`src/rtl/fetch_pkg.sv`:
```
// fetch_pkg: shared widths, PC step and the FIFO entry type for the fetch stage
package fetch_pkg;
  localparam int FETCH_ADDR_W = 64;
  localparam int FETCH_INST_W = 32;
  localparam int PC_STEP = 4;
  typedef struct packed {
    logic [FETCH_ADDR_W-1:0] pc;
    logic [FETCH_INST_W-1:0] inst;
  } fetch_entry_t;
endpackage

```
`src/rtl/fetch_fifo.sv`:
```
// fetch_fifo: circular buffer of DEPTH entries with flush taking priority over push/pop
module fetch_fifo #(
  parameter int DEPTH = 4,
  parameter type T = logic [7:0]
) (
  input  logic                     clk,
  input  logic                     rst,
  input  logic                     push,
  input  T                         push_data,
  input  logic                     pop,
  input  logic                     flush,
  output T                         head,
  output logic [$clog2(DEPTH):0]   count,
  output logic                     empty,
  output logic                     full
);
  localparam int PW = $clog2(DEPTH);
  localparam int CW = PW + 1;
  T r_mem [DEPTH];
  logic [PW-1:0] r_wp, r_rp;
  logic [CW-1:0] r_count;
  logic w_pop;
  // status and head view; popping an empty buffer is ignored
  always_comb begin
    empty = r_count == '0;
    full = r_count == CW'(DEPTH);
    w_pop = pop & ~empty;
    head = r_mem[r_rp];
    count = r_count;
  end
  // payload storage needs no reset: it is only visible through a valid head
  always_ff @(posedge clk)
    if (push && !flush) r_mem[r_wp] <= push_data;
  // pointers wrap naturally because DEPTH is a power of two
  always_ff @(posedge clk or negedge rst)
    if (!rst) begin
      r_wp <= '0;
      r_rp <= '0;
      r_count <= '0;
    end else if (flush) begin
      r_wp <= '0;
      r_rp <= '0;
      r_count <= '0;
    end else begin
      if (push) r_wp <= r_wp + PW'(1);
      if (w_pop) r_rp <= r_rp + PW'(1);
      r_count <= r_count + CW'(push) - CW'(w_pop);
    end
  a_no_overflow: assert property (@(posedge clk) disable iff (!rst) !(push && full && !flush));
endmodule

```
`src/rtl/fetch_queue_unit.sv`:
```
// fetch_queue_unit: sequential PC generation, credit-limited imem requests, buffered hand-off to decode
module fetch_queue_unit
  import fetch_pkg::*;
#(
  parameter int ADDR_W = FETCH_ADDR_W,
  parameter int INST_W = FETCH_INST_W,
  parameter int DEPTH = 4,
  parameter logic [ADDR_W-1:0] RESET_PC = '0
) (
  input  logic                     clk,
  input  logic                     rst,
  output logic                     imem_req,
  output logic [ADDR_W-1:0]        imem_addr,
  input  logic                     imem_ready,
  input  logic [INST_W-1:0]        imem_rdata,
  input  logic                     redir_valid,
  input  logic [ADDR_W-1:0]        redir_pc,
  output logic                     if_valid,
  input  logic                     if_ready,
  output logic [ADDR_W-1:0]        if_pc,
  output logic [ADDR_W-1:0]        if_pc_plus4,
  output logic [INST_W-1:0]        if_inst,
  output logic [$clog2(DEPTH):0]   if_count
);
  localparam int CW = $clog2(DEPTH) + 1;
  typedef struct packed {
    logic [ADDR_W-1:0] pc;
    logic [INST_W-1:0] inst;
  } entry_t;
  logic [ADDR_W-1:0] r_pc, r_req_pc;
  logic r_inflight;
  logic w_pop, w_push, w_accept, w_empty, w_full;
  logic [CW:0] w_demand;
  entry_t w_head, w_push_data;
  // a request is allowed only if its response is guaranteed a free slot once this cycle's pop and pending push settle
  always_comb begin
    w_pop = ~w_empty & if_ready & ~redir_valid;
    w_push = r_inflight & ~redir_valid;
    w_demand = {1'b0, if_count} + (CW+1)'(r_inflight) - (CW+1)'(w_pop);
    imem_req = rst & ~redir_valid & (w_demand < (CW+1)'(DEPTH));
    w_accept = imem_req & imem_ready;
    imem_addr = r_pc;
    w_push_data = '{pc: r_req_pc, inst: imem_rdata};
    if_valid = ~w_empty;
    if_pc = w_head.pc;
    if_inst = w_head.inst;
    if_pc_plus4 = w_head.pc + ADDR_W'(PC_STEP);
  end
  // fetch PC, outstanding-request flag and its PC; a redirect discards the outstanding response
  always_ff @(posedge clk or negedge rst)
    if (!rst) begin
      r_pc <= RESET_PC;
      r_req_pc <= '0;
      r_inflight <= 1'b0;
    end else if (redir_valid) begin
      r_pc <= redir_pc;
      r_inflight <= 1'b0;
    end else begin
      r_inflight <= w_accept;
      if (w_accept) begin
        r_pc <= r_pc + ADDR_W'(PC_STEP);
        r_req_pc <= r_pc;
      end
    end
  fetch_fifo #(.DEPTH(DEPTH), .T(entry_t)) u_fifo (
    .clk(clk),
    .rst(rst),
    .push(w_push),
    .push_data(w_push_data),
    .pop(w_pop),
    .flush(redir_valid),
    .head(w_head),
    .count(if_count),
    .empty(w_empty),
    .full(w_full)
  );
endmodule

```
`config.mk`:
```
export PLATFORM = sky130hd
export DESIGN_NAME = fetch_queue_unit
export DESIGN_NICKNAME = d
export VERILOG_FILES = /design/src/rtl/fetch_pkg.sv /design/src/rtl/fetch_fifo.sv /design/src/rtl/fetch_queue_unit.sv
export SDC_FILE = /design/constraint.sdc
export NUM_CORES = 1
export LEC_CHECK = 0
export ABC_AREA = 0
export BUFFER_PORTS_ARGS = -buffer_cell sky130_fd_sc_hd__clkbuf_2
export CAP_MARGIN = 25
export CORE_UTILIZATION = 50
export DETAILED_ROUTE_END_ITERATION = 8
export GPL_TIMING_DRIVEN = 0
export PLACE_DENSITY = 0.84
export SETUP_SLACK_MARGIN = 0.1
export SLEW_MARGIN = 20
export SYNTH_ARGS = -nofsm -noshare
export SYNTH_HDL_FRONTEND = slang
export SYNTH_HIERARCHICAL = 1
export SYNTH_SLANG_ARGS = --single-unit
```
`constraint.sdc`:
```
create_clock -name clk -period 3.2 [get_ports clk]
set_input_delay 0.64 -clock clk [delete_from_list [all_inputs] [get_ports clk]]
set_output_delay 0.64 -clock clk [all_outputs]
set_load 0.02 [all_outputs]
```
# Yosys cells after proc, flatten, opt, wreduce, memory -nomap -nowiden
# Memories as Yosys holds them, arrays and structs flattened.
# Index checks and enable logic that the tools add are counted.
[classes]
n_addsub = 8
mux = 10
n_reduce_logical = 7
n_lt_le_gt_ge = 1
bitwise = 9
[op_table]
columns = ["cell", "count"]
rows = [
  ["$add A64 B3 Y64 const B", 2],
  ["$mux W64", 2],
  ["$mux W2", 4],
  ["$and A1 B1 Y1", 7],
  ["$reduce_bool A2 Y1", 3],
  ["$add A2 B1 Y2 const B", 2],
  ["$add A3 B1 Y4", 1],
  ["$lt A4 B3 Y1 const B", 1],
  ["$sub A4 B1 Y4", 1],
  ["$add A3 B1 Y3", 1],
  ["$logic_not A3 Y1", 1],
  ["$mux W1", 3],
  ["$mux W3", 1],
  ["$sub A3 B1 Y3", 1],
  ["$not A1 Y1", 2],
  ["$reduce_and A2 Y1", 1],
  ["$logic_and A1 B1 Y1", 1],
  ["$logic_not A1 Y1", 1],
]
[word_totals]
ram_bits = 384
mem_count = 1
wordCells = 42
out_inout_bits = 229
ff_bits = 136
[mem_list]
columns = ["name", "depth", "word_bits", "rd", "rd_clocked_by_memory_dff", "wr", "line", "source"]
rows = [
  ["u_fifo.r_mem", 4, 96, 1, 0, 1, "fetch_fifo.sv:19", "T r_mem [DEPTH];"],
]

# Depth between registers and ports, before layout
# Gate-level depths: netlist (run 1).
[logic_depth]
word_depth = 10
depth_mapped = 15

# By module
# Netlist (run 1), hierarchy kept.
[by_module_without_submodules]
columns = ["mod", "cells_per_inst", "seq_area_each_um2", "n_inst", "area_per_inst_um2"]
rows = [
  ["fetch_fifo", 545, 11706.2, 1, 14311.2],
  ["fetch_queue_unit", 894, 3228.1, 1, 7490.9],
]

# Worst setup path after synthesis (run 1)
# No wires, ideal clock.
[synth_path]
path_type = "input to register"
start = "input redir_valid"
end = "memory u_fifo/r_mem[0][0] in the netlist's numbering, enable pin"
arrival_time_ns = 3.759
path_slack_ns = -1.024
path_stages = 5
path_buffers = 2
path_cell_list = "clkbuf_1 clkbuf_1 nor2_1 nor2b_1 and2_1"
[synth_between]
elab_chain_cells = 5
elab_cells_between_ends = 6
[synth_rtl]
columns = ["element", "line", "source"]
rows = [
  ["start, declared", "fetch_queue_unit.sv:16", "input logic redir_valid,"],
  ["$not A1 Y1 (no source line)", "--", ""],
  ["$and A1 B1 Y1", "fetch_queue_unit.sv:38", "w_push = r_inflight & ~redir_valid;"],
  ["via w_push", "fetch_queue_unit.sv:32", "logic w_pop, w_push, w_accept, w_empty, w_full;"],
  ["$logic_and A1 B1 Y1", "fetch_fifo.sv:33", "if (push && !flush) r_mem[r_wp] <= push_data;"],
  ["$mux W1", "fetch_fifo.sv:33", ""],
  ["$mux W1 (implied by the code)", "fetch_fifo.sv:33", ""],
  ["end, declared", "fetch_fifo.sv:19", ""],
]
# The timed path passes the listed nets, and every way through them passes these cells.

# Worst setup path after layout (run 1)
[layout_path]
start = "register u_fifo.r_rp[0]"
end = "output if_pc_plus4[59]"
[layout_between]
elab_chain_cells = 2
[layout_rtl]
columns = ["element", "line", "source"]
rows = [
  ["start, declared", "fetch_fifo.sv:20", "logic [PW-1:0] r_wp, r_rp;"],
  ["start signal, assigned", "fetch_fifo.sv:46", "if (w_pop) r_rp <= r_rp + PW'(1);"],
  ["$mem_v2 Z4 W96", "--", ""],
  ["$add A64 B3 Y64", "fetch_queue_unit.sv:47", "if_pc_plus4 = w_head.pc + ADDR_W'(PC_STEP);"],
  ["end, declared", "fetch_queue_unit.sv:21", "output logic [ADDR_W-1:0] if_pc_plus4,"],
]
# Every way passes these cells.

==> flow_metrics.env, run 1 <==
export IMPL_crit_path_start_kind="register"
export IMPL_cell_breakdown_of_the_critical_path="buf_12 -> buf_12 -> mux4_2 -> nand4_1 -> buf_6 -> buf_12 -> nor4_4 -> nand4_1 -> buf_6 -> nor3_4 -> nand4_1 -> xnor2_2 -> buf_4"
export IMPL_nets=2049
export IMPL_worst_clock_skew_ns=0.0207
export IMPL_cp_buffers_inverters=6
export IMPL_gp_routability_congestion=0.847
export IMPL_clock_path_buffers=3
export IMPL_report_power_total_mw=15.5
export IMPL_pre_cts_ws_ns=-1.99
export IMPL_critPathCaptureType="primary output"
export IMPL_global_route_peak_usage_layer="met2"
export IMPL_drt_antenna_violating_nets=0
export IMPL_min_delay_path_class="input port to async pin"
export IMPL_wl_per_cell_microns=23.8
export IMPL_chipWidth_microns=211
export IMPL_die_height_microns=211
export IMPL_total_standard_cell_area_after_synthesis_sq_um=21800
export IMPL_failed_checks="negative setup slack"
export IMPL_dpl_hpwl_microns=40000
export IMPL_slew_violations=0
export IMPL_p_leak_nw=11.1
export IMPL_cp_data_arrival_time_ns=3.64
export IMPL_synthesis_nets=1551
export IMPL_final_wirelength_microns=61000
export IMPL_final_layout_size_suffix_gt1_share_pct=40.7
export IMPL_num_fill_cells=2833
export IMPL_min_period_over_period_pct=134
export IMPL_pin_slew_with_the_least_headroom_to_its_limit_ns=1.18
export IMPL_floorplan_die_area_sq_um=44400
export IMPL_timing_critical_path_fanout_max=9
export IMPL_syn_avg_cell_area_sq_um=15.2
export IMPL_worst_path_largest_cell_delay_ns=0.40
export IMPL_drc_violations=0
export IMPL_clock_sinks=520
export IMPL_cts_buffers=51
export IMPL_placeableCoreArea_sq_um=43100
export IMPL_drt_pre_antenna_iters=7
export IMPL_hold_viol_final=0
export IMPL_critical_path_top_delay_cell="dfrtp_1"
export IMPL_cts_hold_buffers=0
export IMPL_grt_setup_unrepaired="yes"
export IMPL_synthesis_yosys_warnings=6
export IMPL_path_delay_family="simple AND/OR/NAND/NOR gates"
export IMPL_clk_pin_slew_worst_paths_ns=0.06
export IMPL_io_pins=330
export IMPL_max_clock_freq_ghz=0.234
export IMPL_cts_htree_levels=2
export IMPL_worstSetupPathType="register to primary output"
export IMPL_grt_max_degree=87
export IMPL_total_via_count_in_the_routed_design=14900
export IMPL_gr_total_overflow=0
export IMPL_initial_core_util_pct=50.6
export IMPL_ctsRootBufferMaster="clkbuf_16"
export IMPL_timing_critical_path_required_ns=2.56
export IMPL_globalRouteMet2Util_pct=43.3
export IMPL_drt_first_iter_violations=1553
export IMPL_power_density_nw_per_um2=547
export IMPL_port_buffer_count=328
export IMPL_grtUsageMet3_pct=5.41
export IMPL_outcome="finished with violations"
export IMPL_layout_area_overhead_vs_synth_pct=30.3
export IMPL_tritoncts="yes"
export IMPL_rows=76
export IMPL_grt_util_met1_pct=34.6
export IMPL_grt_total_usage_pct=26.7
export IMPL_grt_pass1_vias=14700
export IMPL_synth_cells=1438
export IMPL_layout_setup_ws_ns=-1.08
export IMPL_grt_first_pass_wirelength_microns=87800
export IMPL_routed_via_density=5.83
export IMPL_vdd_ir_drop_worst_mv=0.325
export IMPL_worst_skew_pair_late_latency_ns=0.59
export IMPL_count_of_endpoints_failing_setup_in_the_final_report=60
export IMPL_max_cap_violations=0
export IMPL_antenna_violations_before_repair=1
export IMPL_final_period_minus_worst_setup_slack_ns=4.28
export IMPL_maxSlewHeadroom_pct=20.8
-- placed cells by master (no fill, tap or decap), types with 5 or more instances in the layout --
cell type  count
edfxtp_1     384
nand2_1      273
clkbuf_2     272
buf_4        140
dfrtp_1      133
mux4_2        96
clkbuf_16     55
nand4_1       52
o21ai_0       47
xor2_1        41
xnor2_2       38
xnor2_1       32
nand3_1       30
nor2_1        30
clkbuf_1      29
buf_6         24
inv_1         20
clkbuf_8      17
nor3_1        17
buf_12        15
and3_1        12
mux2_2        12
and4_1        10
nand3_2        9
bufinv_16      9
nor2_4         8
buf_2          8
ha_1           8
clkinv_1       7
nor3_4         6
xor2_2         6
and2_1         6
nor2b_1        6
clkbuf_4       6
buf_16         6
nand3_4        5
nand2_2        5
nor2_2         5
and2_4         5
clkinv_2       5
-- power by group --
part / switching (mW) / internal (mW) / leakage, nW
Combinational: 0.652 / 0.398 / 5.02
Clock: 2.47 / 3.85 / 0.857
Sequential: 0.437 / 7.74 / 5.18
-- through the flow --
step / TNS, ns / cells / cell area [sq um] / utilization [%] / hold WS [ns]
final: -44.81 / 2564 / 28400 / 65.9 / 0.0112
after global routing: -48.75 / 2564 / 28400 / 65.9 / 0.0440
after CTS: -43.32 / 2516 / 27500 / 63.9 / 0.0135
after detailed placement: -87.84 / 2360 / 24900 / 57.8 / 0.498
after global placement: -501.35 / 2351 / 24700 / 57.3 / 0.486
after floorplan: -1.44 / 1438 / 22300 / - / 0.344
-- state kept, by name (all words and copies together), names as in the netlist --
signal        flops
imem_addr        64
r_req_pc         64
u_fifo/r_wp       2
r_inflight        1
u_fifo/r_mem    384
u_fifo/count      3
u_fifo/r_rp       2
-- worst reg2reg max path: cells and delay by family, from the launching register on --
family | cells | cell delay [ns]
simple gates | 5 | 1.24
flops | 1 | 0.41
fa+ha+maj | 2 | 0.33
compound gates | 1 | 0.29
mux | 1 | 0.27
buf+inv | 3 | 0.26
xor+xnor | 1 | 0.21
-- layer usage --
| metal | part of all wire, % | up-vias | wire [microns] |
|---|---|---|---|
| met1 | 38 | 7609 | 23200 |
| li1 | - | 6370 | - |
| met5 | 0 | - | 0 |
| met3 | 7.9 | 169 | 4820 |
| met4 | 4.5 | 0 | 2730 |
| met2 | 50 | 797 | 30300 |
-- path summary, 6_finish.rpt --
kind                                  from                   to  slack (ns)  depth (start not counted)
setup / recovery            u_fifo/r_rp[0]      if_pc_plus4[59]       -1.08                         13
hold / removal                         rst         r_req_pc[56]        0.01                          1
setup reg to reg           u_fifo/count[2]        imem_addr[51]        0.05                         13
hold reg to reg                r_req_pc[6]  u_fifo/r_mem[2][38]        0.53                          0
max in group asynchronous              rst      u_fifo/count[1]        2.37                          2
min in group clk              redir_pc[21]        imem_addr[21]        0.25                          3
-- layout make-up --
class	count	area, sq um	share of cell area, %
Sequential cell	520	14900	52.6
Clock inverter	24	344	1.21
Clock buffer	71	1430	5.05
Multi-Input combinational cell	834	7260	25.6
Antenna cell	1	2.50	0.00881
Tap cell	585	732	2.58
Buffer	60	554	1.95
Timing Repair Buffer	445	3020	10.7
Inverter	24	100	0.353
-- repair_timing --
action,CTS,global route
buffers inserted,61,45
pin swaps,22,35
resized for setup,95,189
gates cloned,0,2
endpoints found under the setup margin,150,119
Note: power is estimated with default switching activity, not from simulation.
==> run 2, diff against run 1 <==
CORE_MARGIN = 2   (was unset)
==> run 2 against run 1 <==
  * The run still ends with negative setup slack left
  * Sequential cell count unchanged
  * First-iteration DRC count rose by 2.8%
  * Count of clock-buffer cells in the layout is 3 higher
==> flow_metrics.env, run 2 (synthesis gave the netlist of run 1 again) <==
export IMPL_outcome="finished with violations"
export IMPL_failed_checks="negative setup slack"
export IMPL_clock_sinks=520
export IMPL_register_area_sq_um=14900
export IMPL_floorplan_die_area_sq_um=45300
export IMPL_placeableCoreArea_sq_um=43100
export IMPL_critical_path_top_delay_cell="nor4_4"
export IMPL_critPathCaptureType="primary output"
export IMPL_power_density_nw_per_um2=562
export IMPL_top_register="u_fifo/r_mem"
export IMPL_rows=76
export IMPL_grt_first_pass_wirelength_microns=86600
export IMPL_initial_core_util_pct=50.6
export IMPL_timing_critical_path_mode_cell="nand4_1"
export IMPL_timing_critical_path_required_ns=2.56
export IMPL_cell_breakdown_of_the_critical_path="buf_12 -> buf_12 -> mux4_2 -> nand4_1 -> nor4_4 -> nand4_1 -> buf_6 -> buf_8 -> nor3_4 -> nand4_1 -> xnor2_2 -> clkbuf_8"
export IMPL_cts_hold_buffers=0
export IMPL_worstSetupPathType="register to primary output"
export IMPL_design_area_sq_um=28100
export IMPL_io_pins=330
export IMPL_cts_htree_levels=2
export IMPL_count_of_endpoints_failing_setup_in_the_final_report=59
export IMPL_cts_buffers=51
export IMPL_worst_path_largest_cell_delay_ns=0.45
export IMPL_crit_path_start_kind="register"
export IMPL_ctsRootBufferMaster="clkbuf_16"
export IMPL_slew_violations=0
export IMPL_drc_violations=0
export IMPL_port_buffer_count=328
export IMPL_dpl_hpwl_microns=40500
export IMPL_min_delay_path_class="input port to async pin"
export IMPL_maxSlewHeadroom_pct=33.3
export IMPL_num_fill_cells=2934
export IMPL_pin_slew_with_the_least_headroom_to_its_limit_ns=1.00
export IMPL_gp_routability_congestion=0.871
export IMPL_chipWidth_microns=213
export IMPL_layout_area_overhead_vs_synth_pct=28.8
export IMPL_placedInstanceArea_sq_um=24900
export IMPL_layout_common_cells="384 x edfxtp_1, 293 x clkbuf_2, 273 x nand2_1"
export IMPL_wl_per_cell_microns=23.9
export IMPL_gr_total_overflow=0
export IMPL_drt_antenna_violating_nets=0
export IMPL_total_via_count_in_the_routed_design=14700
export IMPL_worst_skew_pair_late_latency_ns=0.59
export IMPL_report_power_total_mw=15.8
export IMPL_grt_total_usage_pct=26.0
export IMPL_multi_input_comb_area_sq_um=7190
export IMPL_grt_max_degree=84
export IMPL_largest_register_ff_count=384
export IMPL_worst_clock_skew_ns=0.0277
export IMPL_path_delay_family="simple AND/OR/NAND/NOR gates"
export IMPL_vdd_ir_drop_worst_mv=0.380
export IMPL_layout_setup_ws_ns=-1.07
export IMPL_nets=2014
export IMPL_routed_via_density=5.79
export IMPL_drt_pre_antenna_iters=5
export IMPL_drt_first_iter_violations=1596
export IMPL_final_util_pct=65.2
export IMPL_final_wirelength_microns=60600
export IMPL_cp_data_arrival_time_ns=3.63
export IMPL_cp_buffers_inverters=5
export IMPL_antenna_violations_before_repair=1
export IMPL_clk_pin_slew_worst_paths_ns=0.06
export IMPL_max_cap_violations=0
export IMPL_final_layout_size_suffix_gt1_share_pct=39.6
export IMPL_max_clock_freq_ghz=0.234
export IMPL_layout_cells_most_common="edfxtp_1"
export IMPL_hold_slack_ns=0.0149
export IMPL_die_height_microns=213
export IMPL_clock_path_buffers=3
export IMPL_grt_pass1_vias=14500
export IMPL_min_period_over_period_pct=133
export IMPL_timing_critical_path_fanout_max=10
export IMPL_final_period_minus_worst_setup_slack_ns=4.27
export IMPL_p_leak_nw=10.9
export IMPL_tritoncts="yes"
export IMPL_grt_setup_unrepaired="yes"
export IMPL_hold_viol_final=0
[run 2: cell count changes in the layout (fill, tap and decap cells not counted), sizes merged]
cell      change
clkbuf       +39
inv           -1
diode         +1
bufinv        +2
buf          -71
clkinv        -2
clkinvlp      -2
[run 2: timing repair]
action / 4_1_cts / 5_1_grt
pin swaps: 27 / 23
setup buffers: 38 / 33
setup endpoints to repair: 210 / 162
resized for setup: 136 / 74
[run 2: where the power goes]
part / switching (mW) / internal, mW
Sequential: 0.438 / 7.74
Clock: 2.48 / 4.08
Combinational: 0.646 / 0.384
Total: 3.56 / 12.2
[run 2: worst reg2reg max path, stage by stage, from the launching register on]
cell      delay, ns
dfrtp_2        0.47
nor3_2         0.21
inv_2          0.08
and3_4         0.17
ha_4           0.16
inv_4          0.05
ha_4           0.18
and3b_4        0.18
or4_4          0.59
a21boi_4       0.34
nand4_1        0.18
xnor2_1        0.17
mux2_4         0.26
[run 2: area by class of cell]
type / count / area share [%]
diodes: 2 / 0.0178
plain buffers: 60 / 1.91
multi-input cells: 834 / 25.6
repair buffers: 410 / 9.62
well taps: 585 / 2.61
clock buffers: 74 / 5.26
clock inverters: 21 / 1.37
inverters: 24 / 0.383
flip-flops and latches: 520 / 53.2
[run 2: metrics by stage]
stage / instances / worst slack, ns / setup TNS [ns]
6_report: 2530 / -1.07 / -44.36
3_3_place_gp: 2351 / -2.51 / -494.51
5_1_grt: 2529 / -1.14 / -51.11
3_5_place_dp: 2360 / -1.99 / -87.69
4_1_cts: 2493 / -0.980 / -43.84
2_1_floorplan: 1438 / -0.170 / -1.44
[run 2: final timing paths]
check / to / slack [ns] / start / cells past startpoint
max: if_pc_plus4[50] / -1.07 / u_fifo/r_rp[0] / 12
min: imem_addr[16] / 0.01 / rst / 1
max reg2reg: imem_addr[26] / 0.04 / u_fifo/count[0] / 12
min reg2reg: u_fifo/r_mem[1][45] / 0.51 / r_req_pc[13] / 0
max in group asynchronous: u_fifo/count[1] / 2.36 / rst / 2
min in group clk: imem_addr[56] / 0.25 / redir_pc[56] / 3
[run 2: metal layers]
metal	vias up	GRT usage (%)	share of wire, %
li1	6299	-	-
met1	7413	34.2	38
met2	812	42.1	50
met3	134	4.69	8.0
met4	0	12.7	4.0
met5	-	0	0
==> run 3, diff against run 2 <==
MAX_ROUTING_LAYER = met4   (was unset)
==> run 3 against run 2 <==
  * The run still ends with negative setup slack left
  * Clock power is essentially flat
  * Fmax grew 1.3%
  * Clock skew shrank 0.00073 ns
  * Design area grew 1.2%
  * Routed wire length grew 1.4%
  * Global-route usage grew 0.82 points
  * Via count grew 1.4%
  * Sequential share of layout area shrank 0.61 points
  * Sequential cell count is the same
  * Non-clock buffer count grew 8
  * Combinational power grew 5%
  * Critical path type unchanged
==> flow_metrics.env, run 3 (synthesis gave the netlist of run 1 again) <==
export IMPL_hold_slack_ns=0.00542
export IMPL_cp_data_arrival_time_ns=3.57
export IMPL_chipWidth_microns=213
export IMPL_grt_first_pass_wirelength_microns=86700
export IMPL_grt_pass1_vias=14500
export IMPL_drt_pre_antenna_iters=5
export IMPL_maxSlewHeadroom_pct=29.8
export IMPL_hold_viol_final=0
export IMPL_placeableCoreArea_sq_um=43100
export IMPL_clock_sinks=520
export IMPL_count_of_endpoints_failing_setup_in_the_final_report=72
export IMPL_layout_cells_most_common="edfxtp_1"
export IMPL_worst_skew_pair_late_latency_ns=0.59
export IMPL_nets=2022
export IMPL_design_area_sq_um=28400
export IMPL_drt_first_iter_violations=1577
export IMPL_top_register="u_fifo/r_mem"
export IMPL_worstSetupPathType="register to primary output"
export IMPL_final_period_minus_worst_setup_slack_ns=4.21
export IMPL_fin_setup_tns_ns=-45.18
export IMPL_cts_hold_buffers=0
export IMPL_placedInstanceArea_sq_um=24900
export IMPL_worst_clock_skew_ns=0.0270
export IMPL_initial_core_util_pct=50.6
export IMPL_layout_area_overhead_vs_synth_pct=30.3
export IMPL_layout_common_cells="384 x edfxtp_1, 287 x clkbuf_2, 253 x nand2_1"
export IMPL_grt_total_usage_pct=26.8
export IMPL_critPathCaptureType="primary output"
export IMPL_ctsRootBufferMaster="clkbuf_16"
export IMPL_grt_max_degree=84
export IMPL_final_wirelength_microns=61400
export IMPL_min_period_over_period_pct=132
export IMPL_drt_antenna_violating_nets=0
export IMPL_crit_path_start_kind="register"
export IMPL_dpl_hpwl_microns=40500
export IMPL_min_delay_path_class="input port to async pin"
export IMPL_die_height_microns=213
export IMPL_cell_breakdown_of_the_critical_path="buf_12 -> buf_12 -> mux4_2 -> nand4_1 -> nor4_4 -> nand4_1 -> buf_6 -> nor3_4 -> buf_12 -> nand4_1 -> xnor2_2 -> clkbuf_8"
export IMPL_r2r_start="u_fifo/count[0]"
export IMPL_clock_path_buffers=3
export IMPL_floorplan_die_area_sq_um=45300
export IMPL_rows=76
export IMPL_failed_checks="negative setup slack"
export IMPL_grt_setup_unrepaired="yes"
export IMPL_power_density_nw_per_um2=558
export IMPL_total_via_count_in_the_routed_design=14900
export IMPL_max_cap_violations=0
export IMPL_report_power_total_mw=15.8
export IMPL_timing_reg2reg_setup_slack_ns=-0.12
export IMPL_routed_via_density=5.86
export IMPL_cts_htree_levels=2
export IMPL_largest_register_ff_count=384
export IMPL_slew_violations=0
export IMPL_max_clock_freq_ghz=0.237
export IMPL_timing_critical_path_fanout_max=10
export IMPL_gr_total_overflow=0
export IMPL_worst_path_largest_cell_delay_ns=0.43
export IMPL_timing_reg2reg_worst_path_depth=16
export IMPL_rr_endpoint="imem_addr[39]"
export IMPL_final_layout_size_suffix_gt1_share_pct=40.9
export IMPL_io_pins=330
export IMPL_cts_buffers=51
export IMPL_antenna_violations_before_repair=1
export IMPL_drc_violations=0
export IMPL_tritoncts="yes"
export IMPL_clk_pin_slew_worst_paths_ns=0.06
export IMPL_pin_slew_with_the_least_headroom_to_its_limit_ns=1.04
export IMPL_port_buffer_count=328
export IMPL_wl_per_cell_microns=24.2
export IMPL_vdd_ir_drop_worst_mv=0.417
export IMPL_outcome="finished with violations"
export IMPL_timing_critical_path_required_ns=2.56
export IMPL_critical_path_top_delay_cell="nor4_4"
export IMPL_p_leak_nw=11.0
export IMPL_layout_setup_ws_ns=-1.01
export IMPL_gp_routability_congestion=0.886
export IMPL_pre_cts_ws_ns=-1.99
[run 3: cell type report]
| type | instances | area, sq um |
|---|---|---|
| flip-flops and latches | 520 | 14900 |
| fillers | 2878 | 14700 |
| multi-input cells | 834 | 7250 |
| repair buffers | 419 | 2880 |
| clock buffers | 74 | 1480 |
| well taps | 585 | 732 |
| plain buffers | 59 | 603 |
| clock inverters | 21 | 385 |
| inverters | 24 | 121 |
| diodes | 1 | 2.50 |
[run 3: critical path: cells and delay by family, from the launching register on]
family | cells | cell delay [ns]
buf+inv | 5 | 0.84
xor+xnor | 1 | 0.18
mux | 1 | 0.38
simple gates | 5 | 1.17
flops | 1 | 0.40
[run 3: worst max path at each step]
stage	start	endpoint	slack, ns	cells past startpoint
after floorplan	u_fifo/r_rp[0]	if_pc_plus4[58]	-0.17	10
after global placement	rst	imem_addr[51]	-2.51	6
after detailed placement	u_fifo/r_rp[1]	if_pc_plus4[63]	-1.99	10
after CTS	u_fifo/r_rp[0]	if_pc_plus4[58]	-0.98	12
after global routing	u_fifo/r_rp[0]	if_pc_plus4[50]	-1.09	12
final	u_fifo/r_rp[0]	if_pc_plus4[58]	-1.01	12
[run 3: report_power, final]
part	leakage [nW]	total [mW]	internal [mW]	switching (mW)
Combinational	4.93	1.08	0.418	0.667
Sequential	5.18	8.18	7.74	0.448
Clock	0.909	6.57	4.08	2.49
Total	11.0	15.8	12.2	3.60
[run 3: what timing repair did]
item | 4_1_cts | 5_1_grt
buffers inserted | 38 | 38
setup endpoints to repair | 210 | 160
gates resized for setup | 136 | 148
pin swaps | 27 | 44
gates cloned | 0 | 5
[run 3: through the flow]
| step | cells | utilization (%) |
|---|---|---|
| final | 2537 | 65.9 |
| after global routing | 2537 | 65.9 |
| after CTS | 2493 | 64.0 |
| after detailed placement | 2360 | 57.8 |
| after global placement | 2351 | 57.3 |
| after floorplan | 1438 | - |
[run 3: metal layers]
metal | vias to the layer above | GRT usage [%] | share of wire (%)
met5 | - | - | 0
met4 | 0 | 12.6 | 3.7
li1 | 6322 | - | -
met1 | 7573 | 34.6 | 39
met3 | 133 | 4.27 | 7.5
met2 | 832 | 42.1 | 50
